`src/rtl/mux3_rr_arbiter.sv`:
```
// Round-robin owner selection for three packet sources feeding one 3:1 mux.
// A grant lasts one packet or MAX_BURST beats, whichever ends first.
//   state    | meaning
//   ST_IDLE  | arbitrate; register owner/sel when any req is pending
//   ST_GRANT | owner streams beats to the sink under valid/ready
module mux3_rr_arbiter #(
  parameter int MAX_BURST = 4
) (
  input  logic       clk,
  input  logic       rst_n,
  input  logic [2:0] req,
  input  logic [2:0] last,
  input  logic       out_ready,
  output logic [1:0] sel,
  output logic       out_valid,
  output logic [2:0] gnt,
  output logic       busy
);

  localparam int CW = $clog2(MAX_BURST + 1);
  localparam logic [CW-1:0] CAP_M1 = CW'(MAX_BURST - 1);

  typedef enum logic {ST_IDLE, ST_GRANT} state_t;

  state_t        r_state, w_state_nxt;
  logic [1:0]    r_owner, w_owner_nxt;
  logic [1:0]    r_last_owner, w_last_owner_nxt;
  logic [CW-1:0] r_burst_cnt, w_burst_cnt_nxt;

  logic [1:0]    w_cand1, w_cand2, w_pick;
  logic          w_pick_vld;
  logic          w_valid, w_xfer;

  // Search order starts just after the previous owner and wraps 2 -> 0.
  assign w_cand1 = (r_last_owner == 2'd2) ? 2'd0 : r_last_owner + 2'd1;
  assign w_cand2 = (w_cand1 == 2'd2) ? 2'd0 : w_cand1 + 2'd1;

  always_comb begin
    w_pick     = r_last_owner;
    w_pick_vld = 1'b1;
    if (req[w_cand1])           w_pick = w_cand1;
    else if (req[w_cand2])      w_pick = w_cand2;
    else if (req[r_last_owner]) w_pick = r_last_owner;
    else                        w_pick_vld = 1'b0;
  end

  assign w_valid = (r_state == ST_GRANT) && req[r_owner];
  assign w_xfer  = w_valid && out_ready;

  always_ff @(posedge clk or negedge rst_n) begin
    if (!rst_n) begin
      r_state      <= ST_IDLE;
      r_owner      <= 2'd0;
      r_last_owner <= 2'd2;
      r_burst_cnt  <= '0;
    end else begin
      r_state      <= w_state_nxt;
      r_owner      <= w_owner_nxt;
      r_last_owner <= w_last_owner_nxt;
      r_burst_cnt  <= w_burst_cnt_nxt;
    end
  end

  always_comb begin
    w_state_nxt      = r_state;
    w_owner_nxt      = r_owner;
    w_last_owner_nxt = r_last_owner;
    w_burst_cnt_nxt  = r_burst_cnt;
    sel              = r_owner;
    out_valid        = w_valid;
    gnt              = 3'b000;
    busy             = 1'b0;

    case (r_state)
      ST_IDLE: begin
        if (w_pick_vld) begin
          w_owner_nxt     = w_pick;
          w_burst_cnt_nxt = '0;
          w_state_nxt     = ST_GRANT;
        end
      end
      ST_GRANT: begin
        busy = 1'b1;
        if (w_xfer) begin
          gnt[r_owner]    = 1'b1;
          w_burst_cnt_nxt = r_burst_cnt + CW'(1);
          // Packet end and burst cap in the same beat still give one release.
          if (last[r_owner] || (r_burst_cnt == CAP_M1)) begin
            w_state_nxt      = ST_IDLE;
            w_last_owner_nxt = r_owner;
          end
        end
      end
      default: w_state_nxt = ST_IDLE;
    endcase
  end

endmodule

```
`config.mk`:
```
export PLATFORM = sky130hd
export DESIGN_NAME = mux3_rr_arbiter
export DESIGN_NICKNAME = d
export VERILOG_FILES = /design/src/rtl/mux3_rr_arbiter.sv
export SDC_FILE = /design/constraint.sdc
export NUM_CORES = 1
export LEC_CHECK = 0
export ABC_CLOCK_PERIOD_IN_PS = 2600
export CORE_ASPECT_RATIO = 0.7
export CORE_MARGIN = 3
export CORE_UTILIZATION = 25
export CTS_CLUSTER_DIAMETER = 50
export CTS_CLUSTER_SIZE = 14
export DETAILED_ROUTE_END_ITERATION = 7
export SLEW_MARGIN = 10
export SYNTH_ARGS = -nofsm -noshare
export SYNTH_HDL_FRONTEND = slang
export SYNTH_SLANG_ARGS = --single-unit
```
`constraint.sdc`:
```
create_clock -name clk -period 2.6 [get_ports clk]
set_clock_uncertainty 0.05 [all_clocks]
set_input_delay 0.26 -clock clk [delete_from_list [all_inputs] [get_ports clk]]
set_output_delay 0.26 -clock clk [all_outputs]
set_load 0.01 [all_outputs]
```
# Word level (Yosys, flattened, before mapping)
# Cells that the tools add are included.
# W data, S select, Z words.
[word_totals]
wordCells = 54
register_bits = 8
inputBits = 9
memories = 0
latchBits = 0
ram_bits = 0
romBits = 0
[op_classes]
n_reduce_logical = 7
n_eq_ne = 5
n_div = 0
add_sub_neg = 3
n_bitwise = 1
order_cmp = 5
n_mux = 29
n_mul = 0
n_shift = 0
[ops]
columns = ["operator", "count"]
rows = [
  ["$mux W1", 13],
  ["$lt A2 B3 Y1 const B", 4],
  ["$mux W3", 4],
  ["$bmux W1 S2", 5],
  ["$mux W2", 4],
  ["$pmux W3 S2", 1],
  ["$add A2 B1 Y2 const B", 2],
  ["$eq A2 B2 Y1 const B", 2],
  ["$reduce_and A2 Y1", 2],
  ["$add A3 B1 Y3 const B", 1],
  ["$eq A3 B2 Y1 const B", 1],
  ["$logic_and A1 B1 Y1", 3],
  ["$reduce_and A3 Y1", 1],
  ["$demux W1 S2", 1],
  ["$ge A2 B1 Y1 const B", 1],
  ["$ne A2 B1 Y1 const B", 1],
  ["$ne A2 B2 Y1 const B", 1],
  ["$pmux W1 S2", 1],
  ["$logic_or A1 B1 Y1", 1],
  ["$not A1 Y1", 1],
]

# Depth between registers and ports, before layout
# Gate-level depths: netlist (run 1).
[depth]
depth_word = 10
mapped_depth = 5
mapped_depth_nobuf = 4

# Least setup slack after synthesis (run 1)
# Ideal clock, no wire load.
[synth_path]
kind = "reg-to-reg"
start = "reg r_owner[1] (netlist: sel[1])"
end = "reg r_last_owner[0]"
n_path_buf = 1
stages_incl_launch_ff = 6
arrival_time_ns = 1.316
setup_slack_ns = 1.108
path_cell_list = "dfrtp_1 buf_6 mux2i_4 o22ai_4 o21ai_2 mux2_4"
[synth_via]
elab_chain_len = 5
[synth_rtl]
columns = ["item", "line", "source"]
rows = [
  ["start, declared", "26", "logic [1:0] r_owner, w_owner_nxt;"],
  ["start signal, assigned", "58", "r_owner <= w_owner_nxt;"],
  ["$bmux W1 S2", "47", "assign w_valid = (r_state == ST_GRANT) && req[r_owner];"],
  ["$mux W1 (not written as such)", "47", ""],
  ["$logic_and A1 B1 Y1", "47", ""],
  ["$logic_and A1 B1 Y1", "48", "assign w_xfer = w_valid && out_ready;"],
  ["$reduce_and A3 Y1 (no line) *", "n/a", ""],
  ["end signal, assigned", "59", "r_last_owner <= w_last_owner_nxt;"],
  ["end, declared", "27", "logic [1:0] r_last_owner, w_last_owner_nxt;"],
]
# Every way passes the cells marked *; elsewhere a longest branch is shown, timed or not. The select of a mux whose other input is x is not followed.
# A chain may end at the register's enable or synchronous reset.

# Final worst setup path (run 1)
[layout_path]
start = "reg r_owner[1] (netlist: sel[1])"
end = "out out_valid"
[layout_via]
elab_chain_len = 3
[layout_rtl]
columns = ["item", "line", "source"]
rows = [
  ["$bmux W1 S2", "47", ""],
  ["$mux W1 (not written as such)", "47", ""],
  ["$logic_and A1 B1 Y1", "47", ""],
  ["end, declared", "15", "output logic out_valid,"],
]
# Every way passes these cells. The select of a mux whose other input is x is not followed.

==> results.toml, run 1 <==
[run_status]
status = "finished clean"

[yosys]
avgSynthCellArea_um2 = 10.6
synthesis.area_um2 = 532
synth.yosys.warnings = 0
number_of_nets_in_the_synthesized_netlist = 61
synthCells = 50
ys_seq_area_frac = 0.379
postSynthRegisterBits = 8
yosysUniqueCellTypes = 27

[die]
die_span_x_um = 61.1
coreArea_um2 = 1940
io_pins = 16
design.die.area_um2 = 2730
die_y_um = 44.6
start_util = 0.275
floorplan.rows = 13

[clock_network]
insertion_delay_ps = 250
cts-root-buf = "sky130_fd_sc_hd__clkbuf_4"
cts_tree = "yes"
clk_pin_slew_worst_paths_ps = 60
cts_hold_buffers = 0
clock_tree.htree_level_count = 1
cts_buffer_depth = 2
postCtsSetupBuffers = 0
cts_made_buffers = 3
clock-sinks = 8
post_cts_resize_count = 0

[sta]
setup_violations = 0
finalMaxSlewViolations = 0
rsz0062_at_grt = "false"
timing.final.hold_violations = 0
finalCriticalPeriod_ps = 2200
max-slew-margin-rel = 0.751
final_min_period_over_clock_period = 0.847
fmax_ghz = 0.454
worst_slew_pin_slew_ps = 373
totalNegativeSetupSlack_ps = 0

[power]
power_per_cell_area_nw_per_um2 = 1030
power_leakage_nw = 0.306
ir_drop_v = 0.000426

[route]
remaining_drc_errors = 0
drt-pass1-iter-count = 4
via_per_inst = 4.88
total_vias_in_the_final_route = 439
detail_route.iter0.violations = 26
routed_wl_um = 1090
routedWlPerCell_um = 12.1
antenna_violating_nets_post_route = 0

[global_route]
groute.layer.met3.usage = 0.0408
groute.layer.met1.usage = 0.131
grt_first_pass_wirelength_um = 1750
first_global_vias = 366
grt_start_max_net_pins = 10
grt_most_used_layer = "met1"
globalRouteMet2Util = 0.108
total_grt_overflow = 0
number_of_antenna_violations_at_the_first_check_in_global_routing = 0
global_route.usage.total = 0.0890

[placement]
gp_congestion = 0.671
place_hpwl_um = 879
place.detailed.instances = 86
io_buffer_count = 15

[cells_and_area]
layout-drive-gt1-share = 0.206
layoutNonFillerInstCount = 90
antenna_cells = 0
layout_commonest_cell = "sky130_fd_sc_hd__clkdlybuf4s50_1"
area_delta_synth_final_pct = 36.2
fin_nets = 80
layout_common_cells = "sky130_fd_sc_hd__clkdlybuf4s50_1 (15), sky130_fd_sc_hd__dfrtp_1 (7), sky130_fd_sc_hd__inv_1 (5)"
final.fill_count = 214

[setup_path]
worst_setup_path_end_kind = "output port"
critPathRequiredTime_ps = 2290
worstReg2RegStart = "sel[1]"
crit_end = "out_valid"
crit_path_start = "sel[1]"
worst-path-max-fanout = 9
critPathKind = "reg -> out"
worst_endpoint_data_arrival_time_ps = 1890
rrSetupSlack_ps = 920
setup.worst_path.start_class = "flop"
worst_r2r_endpoint = "r_last_owner[0]"
timing.reg2reg.worst_path_depth = 4

[flow_run]
cap_violations = 0

[hold_path]
worst_hold_path_type = "in -> async"
-- per-stage QoR --
| step | area, um2 | utilization | hold WS, ps | power (mW) | worst slack (ps) |
|---|---|---|---|---|---|
| finish | 724 | 0.374 | 230 | 0.745 | 399 |
| global route | 724 | 0.374 | 242 | 0.816 | 269 |
| CTS | 724 | 0.374 | 227 | 0.760 | 371 |
| detailed placement | 698 | 0.361 | 448 | 0.652 | 513 |
| global placement | 698 | 0.361 | 437 | 0.646 | 520 |
| floorplan | 532 | - | -85.6 | 0.522 | 1110 |
-- Yosys cell counts, drive strengths merged --
| cell | n | area (um2) |
|---|---|---|
| nor2 | 4 | 15.0 |
| and3 | 1 | 6.26 |
| nor3b | 1 | 7.51 |
| a31oi | 1 | 6.26 |
| mux2i | 2 | 32.5 |
| ha | 2 | 25.0 |
| a21boi | 1 | 7.51 |
| nor2b | 1 | 6.26 |
| buf | 1 | 11.3 |
| o21ai | 5 | 28.8 |
| mux2 | 3 | 41.3 |
| o41a | 1 | 12.5 |
| nand3b | 2 | 15.0 |
| o31a | 1 | 8.76 |
| o22ai | 1 | 20.0 |
| a22o | 2 | 20.0 |
| dfstp | 1 | 26.3 |
| nor3 | 1 | 5.00 |
| nand2 | 4 | 15.0 |
| o2111ai | 1 | 8.76 |
| nand2b | 1 | 13.8 |
| nand3 | 1 | 5.00 |
| dfrtp | 7 | 175 |
| inv | 5 | 18.8 |
-- power breakdown --
part / internal [mW] / leakage [nW] / total (mW) / switching, mW
combinational: 0.228 / 0.197 / 0.380 / 0.152
sequential: 0.187 / 0.0939 / 0.266 / 0.0788
clock: 0.0586 / 0.0150 / 0.0989 / 0.0404
total: 0.474 / 0.306 / 0.745 / 0.271
-- worst min path at each step --
stage | start | end | slack, ps
2_1_floorplan | rst_n | r_burst_cnt[0] | -90
6_report | rst_n | r_burst_cnt[0] | 230
3_3_place_gp | r_burst_cnt[2] | r_burst_cnt[2] | 440
5_1_grt | rst_n | r_burst_cnt[0] | 240
4_1_cts | rst_n | r_burst_cnt[0] | 230
3_5_place_dp | r_burst_cnt[1] | r_burst_cnt[1] | 450
-- registers in the layout, summed over array words and instances, names as in the netlist --
name / flops
r_burst_cnt: 3
r_state: 1
sel: 2
r_last_owner: 2
-- area by class of cell --
class / count / area (um2) / share of cell area
Multi-Input combinational cell: 36 / 300 / 0.415
Inverter: 5 / 18.8 / 0.0259
Timing Repair Buffer: 15 / 150 / 0.207
Clock buffer: 4 / 26.3 / 0.0363
Tap cell: 22 / 27.5 / 0.0380
Sequential cell: 8 / 201 / 0.278
-- per-layer routing --
| layer | share of wire | up-vias |
|---|---|---|
| met5 | 0 | - |
| met4 | 0.011 | 0 |
| met3 | 0.088 | 2 |
| met2 | 0.37 | 16 |
| met1 | 0.52 | 203 |
| li1 | - | 218 |
-- worst max-delay path, stage by stage, from the launching register on --
cell and delay (ps):
sky130_fd_sc_hd__dfrtp_1 560, sky130_fd_sc_hd__mux2i_4 370, sky130_fd_sc_hd__nand2_1 70, sky130_fd_sc_hd__and3_1 170, sky130_fd_sc_hd__clkdlybuf4s50_1 470
-- cells by family after synthesis --
kind of cell	synth area share
compound gates	0.212
fa+ha+maj	0.0471
buf+inv	0.0565
flops	0.379
mux	0.139
simple gates	0.167
No activity file was read; power rests on OpenSTA's default activity.
==> run 2, diff against run 1 <==
--- a/config.mk
+++ b/config.mk
@@ -5,7 +5,7 @@
 export SDC_FILE = /design/constraint.sdc
 export NUM_CORES = 1
 export LEC_CHECK = 0
-export ABC_CLOCK_PERIOD_IN_PS = 2600
+export ABC_CLOCK_PERIOD_IN_PS = 1800
 export CORE_ASPECT_RATIO = 0.7
 export CORE_MARGIN = 3
 export CORE_UTILIZATION = 25
==> constraint.sdc (replaced) <==
create_clock -name clk -period 1.8 [get_ports clk]
set_clock_uncertainty 0.05 [all_clocks]
set_input_delay 0.18 -clock clk [delete_from_list [all_inputs] [get_ports clk]]
set_output_delay 0.18 -clock clk [all_outputs]
set_load 0.01 [all_outputs]
==> results.toml, run 2 (same netlist as run 1, synthesis figures left out) <==
[cells_and_area]
fin_nets = 90
antenna_cells = 0
largest-register = "r_burst_cnt"
layout-drive-gt1-share = 0.308
number_of_flip_flops_under_the_largest_register_name = 3
area_delta_synth_final_pct = 50.1
layout_commonest_cell = "sky130_fd_sc_hd__clkdlybuf4s50_1"
layout_common_cells = "sky130_fd_sc_hd__clkdlybuf4s50_1 (11), sky130_fd_sc_hd__buf_4 (10), sky130_fd_sc_hd__dfrtp_1 (7)"

[global_route]
global_route.usage.total = 0.104
grt_start_max_net_pins = 9
total_grt_overflow = 0
first_global_vias = 423
number_of_antenna_violations_at_the_first_check_in_global_routing = 0
grt_first_pass_wirelength_um = 1990

[setup_path]
setup.worst_path.start_class = "flop"
worst_endpoint_data_arrival_time_ps = 1490
critPathKind = "reg -> out"
worst_setup_path_end_kind = "output port"
critPathRequiredTime_ps = 1570
worst-path-max-fanout = 4

[placement]
io_buffer_count = 15
pre_cts_setup_slack_ps = -40.4
gp_congestion = 0.730
place_hpwl_um = 923

[sta]
worst_slew_pin_slew_ps = 374
timing.final.hold_violations = 0
setup_violations = 0
fmax_ghz = 0.581
final.setup.worst_slack_ps = 78.1
totalNegativeSetupSlack_ps = 0
finalMaxSlewViolations = 0
max-slew-margin-rel = 0.750
rsz0062_at_grt = "false"
finalCriticalPeriod_ps = 1720
final_min_period_over_clock_period = 0.957

[route]
routed_wl_um = 1150
antenna_violating_nets_post_route = 0
routedWlPerCell_um = 11.5
total_vias_in_the_final_route = 477
via_per_inst = 4.77
remaining_drc_errors = 0
detail_route.iter0.violations = 25
drt-pass1-iter-count = 4

[power]
ir_drop_v = 0.000599
power_per_cell_area_nw_per_um2 = 1440
power_leakage_nw = 0.383

[die]
die_y_um = 44.6
coreArea_um2 = 1940
start_util = 0.275
io_pins = 16
floorplan.rows = 13
die_span_x_um = 61.1
design.die.area_um2 = 2730

[clock_network]
cts_made_buffers = 3
cts_buffer_depth = 2
cts-root-buf = "sky130_fd_sc_hd__clkbuf_4"
clock-sinks = 8
clk_pin_slew_worst_paths_ps = 60
clock_tree.htree_level_count = 1
cts_tree = "yes"
insertion_delay_ps = 260

[flow_run]
cap_violations = 0

[run_status]
status = "finished clean"

[hold_path]
worst_hold_path_type = "in -> async"
==> run 2: cell count changes in the layout (fill, tap and decap cells not counted) <==
cell,before,now
sky130_fd_sc_hd__buf_4,0,10
sky130_fd_sc_hd__clkdlybuf4s50_1,15,11
sky130_fd_sc_hd__dlygate4sd2_1,0,3
sky130_fd_sc_hd__dlymetal6s2s_1,0,1
==> run 2: worst paths after layout <==
check	start	endpoint	slack (ps)	cells after the start
setup / recovery	sel[1]	out_valid	80	4
hold / removal	rst_n	r_burst_cnt[2]	150	1
setup reg to reg	sel[1]	r_last_owner[0]	190	5
hold reg to reg	r_burst_cnt[1]	r_burst_cnt[1]	460	1
max in group asynchronous	rst_n	r_last_owner[1]	1230	1
min in group clk	r_burst_cnt[1]	r_burst_cnt[1]	460	1
==> run 2: through the flow <==
stage / cells / power (mW) / area, um2 / hold slack (ps) / utilization
after global routing: 100 / 1.27 / 798 / 174 / 0.412
after floorplan: 50 / 0.754 / 532 / -166 / -
final: 100 / 1.15 / 798 / 151 / 0.412
after CTS: 100 / 1.17 / 796 / 164 / 0.411
after detailed placement: 95 / 1.02 / 766 / 439 / 0.396
after global placement: 95 / 1.01 / 766 / 440 / 0.396
==> run 2: repair_timing <==
action	in CTS	in global routing
endpoints found under the setup margin	3	1
gates resized for setup	3	1
buffers inserted	1	0
hold buffers	0	0
==> run 2: final cells by class <==
class	instances	area (um2)
inverters	5	18.8
well taps	22	27.5
flip-flops and latches	8	201
repair buffers	25	224
fillers	200	1140
clock buffers	4	26.3
multi-input cells	36	300
==> run 2: layer usage <==
| layer | GRT usage | wire (um) |
|---|---|---|
| met5 | 0 | 0 |
| met4 | 0.0390 | 12 |
| met3 | 0.0496 | 102 |
| met2 | 0.129 | 438 |
| met1 | 0.151 | 595 |
==> run 2: critical path, stage by stage, from the launching register on <==
cell and delay (ps):
sky130_fd_sc_hd__dfrtp_1 420, sky130_fd_sc_hd__mux2i_4 300, sky130_fd_sc_hd__nand2_1 70, sky130_fd_sc_hd__and3_1 170, sky130_fd_sc_hd__dlygate4sd2_1 270
==> run 2: where the power goes <==
| part | total (mW) | internal [mW] | switching (mW) | leakage [nW] |
|---|---|---|---|---|
| registers | 0.344 | 0.271 | 0.0731 | 0.0939 |
| logic | 0.660 | 0.385 | 0.274 | 0.274 |
| clock network | 0.150 | 0.0850 | 0.0648 | 0.0150 |
